--- src/rtl/pipe_pkg.sv ---
// Shared types and helpers for the decode-stage hazard controller.
// Scoreboard entries hold destination registers up to RD_MAX_W bits.
package pipe_pkg;

  // Widest supported register address; REG_AW must not exceed this.
  localparam int RD_MAX_W = 8;

  // Forwarding select value meaning "read the register file".
  localparam int FWD_RF = 0;

  typedef struct packed {
    logic                valid;
    logic [RD_MAX_W-1:0] rd;
    logic                wen;
    logic                is_load;
  } sb_entry_t;

  function automatic int sel_w(input int depth);
    return $clog2(depth + 1);
  endfunction

endpackage

--- src/rtl/pipe_fwd_match.sv ---
// Priority match of one source operand against the scoreboard.
// The youngest matching stage wins; x0 never matches.
module pipe_fwd_match
  import pipe_pkg::*;
#(
  parameter int FWD_DEPTH = 2,
  parameter int SEL_W     = sel_w(FWD_DEPTH)
) (
  input  sb_entry_t           sb [FWD_DEPTH],
  input  logic [RD_MAX_W-1:0] src,
  input  logic                use_src,
  output logic [SEL_W-1:0]    sel,
  output logic                load_hit
);

  logic found;
  logic found_load;

  // Scan from the youngest stage; first hit sets the select.
  always_comb begin
    sel        = SEL_W'(FWD_RF);
    found      = 1'b0;
    found_load = 1'b0;
    for (int k = 0; k < FWD_DEPTH; k++) begin
      if (!found && sb[k].valid && sb[k].wen &&
          sb[k].rd == src && src != '0) begin
        found      = 1'b1;
        sel        = SEL_W'(k + 1);
        found_load = sb[k].is_load;
      end
    end
    if (!use_src) begin
      sel        = SEL_W'(FWD_RF);
      found_load = 1'b0;
    end
    load_hit = found_load && (sel == SEL_W'(1));
  end

endmodule

--- src/rtl/pipe_hazard_ctrl.sv ---
// Decode-stage hazard controller: forwarding selects, load-use
// stalls, branch flushes, memory freezes and event counters.
module pipe_hazard_ctrl
  import pipe_pkg::*;
#(
  parameter  int REG_AW    = 5,
  parameter  int FWD_DEPTH = 2,
  parameter  int CNT_W     = 16,
  localparam int SEL_W     = sel_w(FWD_DEPTH)
) (
  input  logic              clk,
  input  logic              reset,
  input  logic              id_valid,
  input  logic [REG_AW-1:0] id_rs1,
  input  logic [REG_AW-1:0] id_rs2,
  input  logic              id_use_rs1,
  input  logic              id_use_rs2,
  input  logic [REG_AW-1:0] id_rd,
  input  logic              id_wen,
  input  logic              id_is_load,
  input  logic              ex_branch_taken,
  input  logic              mem_ready,
  output logic [SEL_W-1:0]  fwd_sel_rs1,
  output logic [SEL_W-1:0]  fwd_sel_rs2,
  output logic              stall_if,
  output logic              stall_id,
  output logic              flush_id,
  output logic              issue,
  output logic [CNT_W-1:0]  stall_cnt,
  output logic [CNT_W-1:0]  flush_cnt
);

  localparam logic [CNT_W-1:0] CNT_MAX = '1;

  sb_entry_t sb [FWD_DEPTH];
  sb_entry_t new_entry;

  logic [RD_MAX_W-1:0] rs1_x;
  logic [RD_MAX_W-1:0] rs2_x;
  logic [RD_MAX_W-1:0] rd_x;
  logic                hit1_load;
  logic                hit2_load;
  logic                load_use;

  assign rs1_x = RD_MAX_W'(id_rs1);
  assign rs2_x = RD_MAX_W'(id_rs2);
  assign rd_x  = RD_MAX_W'(id_rd);

  pipe_fwd_match #(
    .FWD_DEPTH (FWD_DEPTH),
    .SEL_W     (SEL_W)
  ) u_match_rs1 (
    .sb       (sb),
    .src      (rs1_x),
    .use_src  (id_use_rs1),
    .sel      (fwd_sel_rs1),
    .load_hit (hit1_load)
  );

  pipe_fwd_match #(
    .FWD_DEPTH (FWD_DEPTH),
    .SEL_W     (SEL_W)
  ) u_match_rs2 (
    .sb       (sb),
    .src      (rs2_x),
    .use_src  (id_use_rs2),
    .sel      (fwd_sel_rs2),
    .load_hit (hit2_load)
  );

  assign load_use = id_valid && (hit1_load || hit2_load);

  // Pick freeze, flush, load-use stall or issue, in that priority.
  always_comb begin
    stall_if = 1'b0;
    stall_id = 1'b0;
    flush_id = 1'b0;
    issue    = 1'b0;
    if (!mem_ready) begin
      stall_if = 1'b1;
      stall_id = 1'b1;
    end else if (ex_branch_taken) begin
      flush_id = 1'b1;
    end else if (load_use) begin
      stall_if = 1'b1;
      stall_id = 1'b1;
    end else begin
      issue = id_valid;
    end
  end

  // Entry entering stage 1: the issued instruction or a bubble.
  always_comb begin
    new_entry = '0;
    if (issue) begin
      new_entry.valid   = 1'b1;
      new_entry.rd      = rd_x;
      new_entry.wen     = id_wen;
      new_entry.is_load = id_is_load;
    end
  end

  // Shift the scoreboard unless memory freezes the pipeline.
  always_ff @(posedge clk) begin
    if (reset) begin
      for (int k = 0; k < FWD_DEPTH; k++) sb[k] <= '0;
    end else if (mem_ready) begin
      sb[0] <= new_entry;
      for (int k = 1; k < FWD_DEPTH; k++) sb[k] <= sb[k-1];
    end
  end

  // Saturating count of decode stall cycles.
  always_ff @(posedge clk) begin
    if (reset) stall_cnt <= '0;
    else if (stall_id && stall_cnt != CNT_MAX)
      stall_cnt <= stall_cnt + CNT_W'(1);
  end

  // Saturating count of decode flush cycles.
  always_ff @(posedge clk) begin
    if (reset) flush_cnt <= '0;
    else if (flush_id && flush_cnt != CNT_MAX)
      flush_cnt <= flush_cnt + CNT_W'(1);
  end

endmodule

--- config.mk ---
export PLATFORM = sky130hd
export DESIGN_NAME = pipe_hazard_ctrl
export DESIGN_NICKNAME = d
export VERILOG_FILES = /design/src/rtl/pipe_pkg.sv /design/src/rtl/pipe_fwd_match.sv /design/src/rtl/pipe_hazard_ctrl.sv
export SDC_FILE = /design/constraint.sdc
export NUM_CORES = 1
export LEC_CHECK = 0
export ABC_AREA = 1
export CORE_ASPECT_RATIO = 1.4
export CORE_MARGIN = 2
export CORE_UTILIZATION = 40
export CTS_CLUSTER_DIAMETER = 80
export DETAILED_ROUTE_END_ITERATION = 6
export PLACE_DENSITY = 0.69
export SYNTH_ARGS = -nofsm -noshare
export SYNTH_HDL_FRONTEND = slang
export SYNTH_HIERARCHICAL = 1
export SYNTH_SLANG_ARGS = --single-unit
--- constraint.sdc ---
create_clock -name clk -period 1.7 [get_ports clk]
set_input_delay 0.17 -clock clk [delete_from_list [all_inputs] [get_ports clk]]
set_output_delay 0.17 -clock clk [all_outputs]
set_load 0.02 [all_outputs]
==> results.cfg, run 1 <==
[cells_and_area]
fillCellCount = 772
fin_nets = 703
fin_util_pct = 59.53
final_area_mm2 = 0.004642
syn2layout_area_growth_pct = 43.63
final_cells = 778
drive_above_1_share_pct = 20.35
antenna-diode-count = 0

[critical_path]
startpoint_type = flip-flop
critical_path.most_common_cell = nand2_2
end_kind = primary output
ff2ff_path_depth = 19
crit_type = flip-flop to primary output
reg2reg_slack_ns = -0.38
path_delay_family = simple AND/OR/NAND/NOR gates
cp_cell_sequence = inv_2 > nand2_2 > nand2_2 > inv_2 > nand2_2 > nor2_2 > nand2_1 > nor2_2 > nand3_2 > a21oi_2 > nor2_2 > nand2_2 > nand2_4 > clkinvlp_4 > buf_6
critical_path.max_stage_delay_ns = 0.39
path_buf_inv = 4
slowest_stage = dfxtp_4
cp_max_fo = 5
worst-path-stages = 15
crit_required_ns = 1.53
crit_arrival_ns = 1.95

[clock_network]
root_buffer = clkbuf_8
cts.path.max_buffers = 2
numCtsBuffers = 5
htreeDepth = 2
clock_latency_ns = 0.31
clk_pin_slew_ns = 0.09
cts_tree = done
cts_hold_buf = 0
clock_sink_count = 48

[yosys]
synth-edff-count = 0
synth_cells = 537
synth.distinct_cells = 34
yosys.area.top_type = dfxtp_1
yosysSeqAreaShare_pct = 29.73
synth_top_cells_by_area = dfxtp_1, nand2_1, nor2_1
ys.flop_type = dfxtp_1
synth_top_area_share_pct = 29.73
synth_seq_cells = 48
avgSynthCellArea_um2 = 6.018
synthArstFlopShare_pct = 0
yosysWarnings = 6
synth_area_mm2 = 0.003232

[power_and_ir_drop]
switching_power_uw = 638.7
internal_power_mw = 1.666
leakage_nw = 1.965
p_seq_share_pct = 50.6
comb_power_share_pct = 17.7
p_sw_share_pct = 27.72
clkPwrFrac_pct = 31.8
powerDensity_mw_per_mm2 = 496.4
irDropWorstVdd_uv = 394.3

[timing]
hold_ws_ns = 0.4072
setup-violations-final = 28
skew_ns = 0.007091
fin_crit_sh_pct = 124.8
hold_viol = 0
drv_slew = 0
max_freq_mhz = 471.4
setup_ws_ns = -0.4213
rsz0062_at_grt = yes
period_minus_slack_ns = 2.121

[floorplan]
row_count = 38
fp.dieH_um = 110.4
initial_utilization_pct = 41.45
fp.dieArea_mm2 = 0.008825
core_mm2 = 0.007797
pin_count = 64
die_w_um = 79.97

[drt]
routed_via_density = 4.701
remaining_drc_errors = 0
ant_nets = 0
wl_per_cell_um = 11.23
drt_iter0_markers = 141
drt_pre_antenna_iters = 6
drt_wl_total_um = 8734
num_vias = 3657

[global_route]
grt_pass1_wl_um = 14590
grt_pass1_vias = 3525
overflow = 0
grt_max_degree = 22
grt_usage_pct = 20.83
antenna_found_initial = 0

[outcome]
status = finished, violations left
violations = negative setup slack

[min_path]
hold_path.class = input port to flip-flop
hold_depth = 3

[placement]
dp.cells = 766
io_buffers = 63
gp_congestion = 0.8985
hpwl_um = 6808
placed_area_mm2 = 0.004359

[flow_run]
drv_cap = 0
-- tightest hold or removal path, cell delays in order --
cell             delay [ns]
clkdlybuf4s50_1        0.40
nand2_1                0.06
a21oi_1                0.05
-- kinds of logic after synthesis --
family,after synthesis,synth area share [%]
other,1,0.1160
adders and majority gates,2,0.7742
xor gates and xnor gates,16,4.336
DFF,48,29.73
AOI/OAI and AO/OA,44,7.317
buffers and inverters,77,10.53
and+or+nand+nor,349,47.19
-- placed cells by master (no fill, tap or decap), drive strengths merged --
master | Yosys | layout
a21oi | 32 | 32
and2 | 1 | 1
and3 | 2 | 2
buf | 9 | 49
clkbuf | 2 | 7
clkdlybuf4s50 | 0 | 45
clkinv | 3 | 3
clkinvlp | 0 | 2
conb | 1 | 40
dfxtp | 48 | 48
dlygate4sd2 | 0 | 9
dlymetal6s2s | 0 | 2
ha | 2 | 2
inv | 63 | 62
nand2 | 161 | 161
nand3 | 39 | 39
nand3b | 3 | 3
nand4 | 11 | 11
nor2 | 127 | 127
nor3 | 3 | 3
o21ai | 10 | 10
o21bai | 2 | 2
or2 | 2 | 2
xnor2 | 14 | 14
xor2 | 2 | 2
-- what timing repair did --
item | in CTS | in global routing
pin swaps | 8 | 17
setup endpoints to repair | 32 | 33
setup buffers | 5 | 2
resized for setup | 76 | 32
-- registers in the layout (all words and copies together) (netlist names) --
name	count
stall_cnt	16
sb	16
flush_cnt	16
-- cell type report --
type                    instances  area (um^2)  area share [%]
multi-input cells             451         2208           47.57
flip-flops and latches         48        991.0           21.35
repair buffers                105        972.2           20.94
inverters                      66        251.5           5.418
well taps                     100        125.1           2.695
clock buffers                   7        86.33           1.860
clock inverters                 1        7.507          0.1617
-- synthesized netlist by cell type, types with 6 or more instances --
| cell type | count |
|---|---|
| nand4_1 | 10 |
| o21ai_0 | 10 |
| nand2_1 | 157 |
| inv_2 | 6 |
| xnor2_1 | 14 |
| dfxtp_1 | 48 |
| a21oi_1 | 29 |
| nor2_2 | 11 |
| inv_1 | 57 |
| nand3_1 | 35 |
| nor2_1 | 113 |
-- path summary, 6_finish.rpt --
path / start / to
setup reg to reg: sb[5]$_SDFFE_PP0P_ / stall_cnt[9]$_SDFFE_PP0P_
hold reg to reg: sb[11]$_SDFFE_PP0P_ / sb[11]$_SDFFE_PP0P_
hold / removal: id_rd[3] / sb[16]$_SDFFE_PP0P_
setup / recovery: sb[5]$_SDFFE_PP0P_ / stall_id
-- power by group through the flow --
stage	Sequential [mW]	Combinational, mW	Clock (mW)
floorplan	1.20	0.209	0
CTS	1.16	0.386	0.755
detailed placement	1.20	0.377	0
global route	1.17	0.454	0.794
global placement	1.20	0.368	0
finish	1.17	0.407	0.732
-- layer usage --
layer / part of all wire (%) / track usage (%) / vias to the layer above / wire length [um]
li1: - / - / 1910 / -
met1: 40 / 21.86 / 1656 / 3534
met2: 53 / 39.35 / 74 / 4655
met3: 3.6 / 3.664 / 17 / 318
met4: 2.6 / 10.29 / 0 / 226
met5: 0 / 0 / - / 0
-- metrics by stage --
stage	setup TNS, ns	setup WS, ns	total power [mW]
after floorplan	-0.1128	-0.03009	1.413
after global placement	-16.66	-0.7857	1.565
after CTS	-6.441	-0.3532	2.306
final	-7.887	-0.4213	2.304
after global routing	-13.16	-0.5887	2.417
after detailed placement	-17.77	-0.8143	1.575
No activity file was read; power rests on OpenSTA's default activity.
==> run 2, diff against run 1 <==
- ABC_AREA: 1 -> default
- PLACE_DENSITY: 0.69 -> 0.71
==> run 2 against run 1 <==
  * The flow still finishes with violations (negative setup slack)
  * Clock skew grew 0.0035 ns
  * Critical path depth shrank 6
  * Via count shrank 18%
  * Synthesized area shrank 16%
  * Wire length shrank 7.0%
  * Sequential share of layout area shrank 0.084 points
  * Clock-buffer cell count shrank 2
  * Synthesized cell count shrank 40%
  * Setup slack lost 0.31 ns
  * Power grew 1.6%
  * First-iteration DRC count shrank 50%
  * Critical path type is now flip-flop to flip-flop
==> results.cfg, run 2 <==
[critical_path]
startpoint_type = flip-flop
crit_type = flip-flop to flip-flop
slowest_stage = or4_1
crit_required_ns = 1.93
cp_max_fo = 6
cp_cell_sequence = xnor2_2 > nand3_2 > a2111oi_4 > and3_4 > nor2_2 > o21a_4 > clkbuf_16 > or4_1 > a21oi_1
ff2ff_path_depth = 9
crit_arrival_ns = 2.66
critical_path.max_stage_delay_ns = 0.51
end_kind = flip-flop

[clock_network]
cts_hold_buf = 0
root_buffer = clkbuf_8
clock_sink_count = 47
cts_tree = done
clk_pin_slew_ns = 0.09
cts.path.max_buffers = 2
clock_latency_ns = 0.30
numCtsBuffers = 5
htreeDepth = 2

[global_route]
antenna_found_initial = 0
overflow = 0
grt_usage_pct = 21.27
grt_max_degree = 32
grt_pass1_vias = 2909
grt_pass1_wl_um = 12680

[floorplan]
row_count = 35
fp.dieH_um = 101.5
die_w_um = 73.65
pin_count = 64
core_mm2 = 0.006569
initial_utilization_pct = 41.35
fp.dieArea_mm2 = 0.007475

[drt]
wl_per_cell_um = 14.61
remaining_drc_errors = 0
drt_wl_total_um = 8123
drt_pre_antenna_iters = 4
routed_via_density = 5.405
num_vias = 3005
ant_nets = 0
drt_iter0_markers = 71

[power_and_ir_drop]
internal_power_mw = 1.746
switching_power_uw = 595.7
p_seq_share_pct = 47.8
comb_power_share_pct = 16.5
p_sw_share_pct = 25.44
clkPwrFrac_pct = 35.6
leakage_nw = 1.688
powerDensity_mw_per_mm2 = 514.1
irDropWorstVdd_uv = 448.2

[timing]
worst_pin_slew_ns = 0.5550
hold_ws_ns = 0.3385
setup-violations-final = 31
setup_ws_ns = -0.7276
rsz0062_at_grt = yes
period_minus_slack_ns = 2.428
slew_headroom_pct = 63.00
skew_ns = 0.01064
fin_crit_sh_pct = 142.8
max_freq_mhz = 411.9
drv_slew = 0
hold_viol = 0

[outcome]
status = finished, violations left
violations = negative setup slack

[cells_and_area]
fillCellCount = 520
final_area_mm2 = 0.004554
syn2layout_area_growth_pct = 67.66
final_cell_mix = buf_4, clkdlybuf4s50_1, dfxtp_1
top_regs = flush_cnt (16), stall_cnt (16), sb (15)
fin_nets = 507
drive_above_1_share_pct = 32.57
antenna-diode-count = 0
final_common_cell = buf_4

[yosys]
avgSynthCellArea_um2 = 8.489
synth_area_mm2 = 0.002716
yosysWarnings = 6
synth_cells = 320

[placement]
gp_congestion = 0.8346
dp_slack_ns = -1.159
placed_area_mm2 = 0.004056
io_buffers = 63
hpwl_um = 5615

[min_path]
hold_path.class = input port to flip-flop
hold_depth = 2

[flow_run]
drv_cap = 0
[run 2: timing repair]
action / in CTS / in global routing
setup buffers: 2 / 4
setup endpoints to repair: 33 / 38
pin swaps: 7 / 19
gates cloned: 0 / 2
resized for setup: 83 / 32
[run 2: critical path: cells and delay by family (launching register included)]
family / cells / cell delay, ns
and+or+nand+nor: 4 / 0.95
AOI/OAI and AO/OA: 3 / 0.72
DFF: 1 / 0.37
buffers and inverters: 1 / 0.16
xor gates and xnor gates: 1 / 0.15
[run 2: area by class of cell]
| cell class | instances | area [um^2] | share of cell area, % |
|---|---|---|---|
| Multi-Input combinational cell | 280 | 2098 | 46.07 |
| Timing Repair Buffer | 141 | 1247 | 27.39 |
| Sequential cell | 47 | 968.4 | 21.26 |
| Tap cell | 74 | 92.59 | 2.033 |
| Clock buffer | 5 | 68.82 | 1.511 |
| Clock inverter | 3 | 43.79 | 0.9615 |
| Inverter | 6 | 35.03 | 0.7692 |
[run 2: path summary, 6_finish.rpt]
check	from	end	slack [ns]
setup / recovery	sb[16]$_SDFFE_PP0P_	stall_cnt[3]$_SDFFE_PP0P_	-0.73
hold / removal	reset	flush_cnt[8]$_SDFFE_PP0P_	0.34
setup reg to reg	sb[16]$_SDFFE_PP0P_	stall_cnt[3]$_SDFFE_PP0P_	-0.73
hold reg to reg	flush_cnt[1]$_SDFFE_PP0P_	flush_cnt[1]$_SDFFE_PP0P_	0.51
[run 2: per-stage QoR]
stage	setup TNS [ns]	total power, mW	util, %	cells
after floorplan	-11.68	1.317	-	349
after global placement	-30.66	1.471	61.75	541
after detailed placement	-31.52	1.478	61.75	541
after CTS	-13.59	2.325	65.85	551
after global routing	-17.24	2.440	69.33	556
final	-14.78	2.341	69.33	556
[run 2: power by group through the flow]
stage	sequential (mW)	clock, mW	combinational, mW
2_1_floorplan	1.16	0	0.159
6_report	1.12	0.835	0.386
3_3_place_gp	1.15	0	0.321
5_1_grt	1.12	0.901	0.416
3_5_place_dp	1.15	0	0.327
4_1_cts	1.12	0.856	0.345
[run 2: metal layers]
| metal | part of all wire [%] | vias to the layer above | global-route usage, % |
|---|---|---|---|
| li1 | - | 1489 | - |
| met1 | 39 | 1431 | 23.55 |
| met2 | 55 | 75 | 40.11 |
| met3 | 4.5 | 10 | 3.582 |
| met4 | 1.4 | 0 | 6.853 |
| met5 | 0 | - | 0 |
==> run 3, diff against run 2 <==
- CELL_PAD_IN_SITES_DETAIL_PLACEMENT: default -> 0
- CELL_PAD_IN_SITES_GLOBAL_PLACEMENT: default -> 1
- CORE_UTILIZATION: 40 -> 33
- PLACE_DENSITY: 0.71 -> 0.72
==> run 3 against run 2 <==
  * The flow still finishes with violations (negative setup slack)
  * Largest power group unchanged
  * Maximum frequency increased by 0.32%
  * Worst hold slack improved by 0.046 ns
  * Non-clock buffer count increased by 14
  * Via count decreased by 0.70%
  * Final cell count increased by 7.6%
  * Global-route usage decreased by 3.6 points
  * Critical endpoint is now stall_cnt[10]$_SDFFE_PP0P_
  * Setup slack improved by 0.0077 ns
  * Die area increased by 20%
==> results.cfg, run 3 (synthesized netlist as in run 2, its figures left out) <==
[cells_and_area]
fillCellCount = 762
fin_util_pct = 60.01
final_cell_mix = buf_4, clkdlybuf4s50_1, dfxtp_1
top_regs = flush_cnt (16), stall_cnt (16), sb (15)
syn2layout_area_growth_pct = 78.95
final_cells = 598
antenna-diode-count = 0
fin_nets = 521
drive_above_1_share_pct = 37.10
final_common_cell = buf_4

[min_path]
hold_depth = 2
holdCritStartpoint = reset
hold_path.class = input port to flip-flop

[power_and_ir_drop]
finalPower_mw = 2.528
powerDensity_mw_per_mm2 = 520.0
leakage_nw = 1.800
irDropWorstVdd_uv = 471.5

[global_route]
grt_max_degree = 30
grt_usage_pct = 17.71
grt_pass1_vias = 2901
met3_usage_pct = 2.674
overflow = 0
antenna_found_initial = 0
busiest_layer = met2
gr-usage-met1_pct = 21.36
grt_pass1_wl_um = 12790
use_met2_pct = 31.28

[timing]
drv_slew = 0
rsz0062_at_grt = yes
slew_headroom_pct = 59.84
period_minus_slack_ns = 2.420
hold_ws_ns = 0.3840
setup_ws_ns = -0.7199
fin_crit_sh_pct = 142.3
setup-violations-final = 31
worst_pin_slew_ns = 0.6024
max_freq_mhz = 413.2
totalNegativeSetupSlack_ns = -13.55
skew_ns = 0.006861
hold_viol = 0

[critical_path]
r2r_start = sb[13]$_SDFFE_PP0P_
startpoint_type = flip-flop
crit_arrival_ns = 2.60
startpoint = sb[13]$_SDFFE_PP0P_
ff2ff_path_depth = 10
cp_max_fo = 5
crit_type = flip-flop to flip-flop
end_kind = flip-flop
crit_required_ns = 1.88

[placement]
io_buffers = 63
dp.cells = 582
hpwl_um = 5957
gp_congestion = 0.8021

[clock_network]
cts_hold_buf = 0
numCtsBuffers = 5
clock_sink_count = 47
cts.path.max_buffers = 2
root_buffer = clkbuf_16
htreeDepth = 2
clock_latency_ns = 0.29
cts_tree = done
clk_pin_slew_ns = 0.07

[outcome]
status = finished, violations left
violations = negative setup slack

[floorplan]
fp.dieArea_mm2 = 0.008984
pin_count = 64
row_count = 39
core_mm2 = 0.008100
fp.dieH_um = 111.4
initial_utilization_pct = 33.53
die_w_um = 80.68

[drt]
remaining_drc_errors = 0
ant_nets = 0
drt_wl_total_um = 8260
routed_via_density = 4.990
drt_pre_antenna_iters = 6
wl_per_cell_um = 13.81
num_vias = 2984
drt_iter0_markers = 79

[flow_run]
drv_cap = 0
-- run 3: cell types whose count changed in the layout (fill, tap and decap cells not counted), sizes merged --
cell / before / now
bufinv: 1 / 0
clkinv: 3 / 0
buf: 84 / 98
clkdlybuf4s50: 43 / 44
dlygate4sd2: 12 / 9
inv: 5 / 8
clkbuf: 7 / 9
clkinvlp: 0 / 1
-- run 3: cell type report --
cell class,instances,area [um^2],share of cell area (%)
Tap cell,102,127.6,2.625
Sequential cell,47,960.9,19.77
Clock inverter,3,27.53,0.5663
Inverter,6,27.53,0.5663
Multi-Input combinational cell,280,2208,45.43
Clock buffer,5,125.1,2.574
Timing Repair Buffer,155,1384,28.47
-- run 3: layer usage --
metal  vias up  part of all wire (%)
met5         -                     0
met4         0                   1.7
met3        13                   3.5
met2        62                    53
met1      1401                    42
li1       1508                     -
-- run 3: final timing paths --
| path | end | slack, ns |
|---|---|---|
| setup / recovery | stall_cnt[10]$_SDFFE_PP0P_ | -0.72 |
| hold / removal | flush_cnt[10]$_SDFFE_PP0P_ | 0.38 |
| setup reg to reg | stall_cnt[10]$_SDFFE_PP0P_ | -0.72 |
| hold reg to reg | flush_cnt[6]$_SDFFE_PP0P_ | 0.52 |
-- run 3: worst max-delay path: stages (launching register included) --
cell	delay (ns)
dfxtp_4	0.36
buf_12	0.13
xnor2_4	0.14
nand4_1	0.14
a2111oi_4	0.22
and3_1	0.23
nor2_1	0.05
o21a_2	0.25
clkbuf_16	0.18
nor4_4	0.28
mux2_4	0.33
-- run 3: where the power goes --
part / total [mW] / switching [mW] / leakage [nW] / internal [mW]
registers: 1.12 / 0.0136 / 0.386 / 1.11
logic: 0.402 / 0.190 / 1.34 / 0.212
clock network: 1.00 / 0.442 / 0.0723 / 0.560
total: 2.53 / 0.645 / 1.80 / 1.88
-- run 3: timing repair --
item | CTS | global route
setup endpoints to repair | 33 | 44
gates resized for setup | 88 | 51
gates cloned | 0 | 2
pin swaps | 11 | 24
buffers inserted | 4 | 4
-- run 3: per-stage QoR --
stage | worst slack [ns] | instance area [um^2]
global placement | -1.160 | 4202
global route | -0.8312 | 4861
detailed placement | -1.160 | 4202
CTS | -0.7115 | 4539
floorplan | -0.6037 | 2874
finish | -0.7199 | 4861
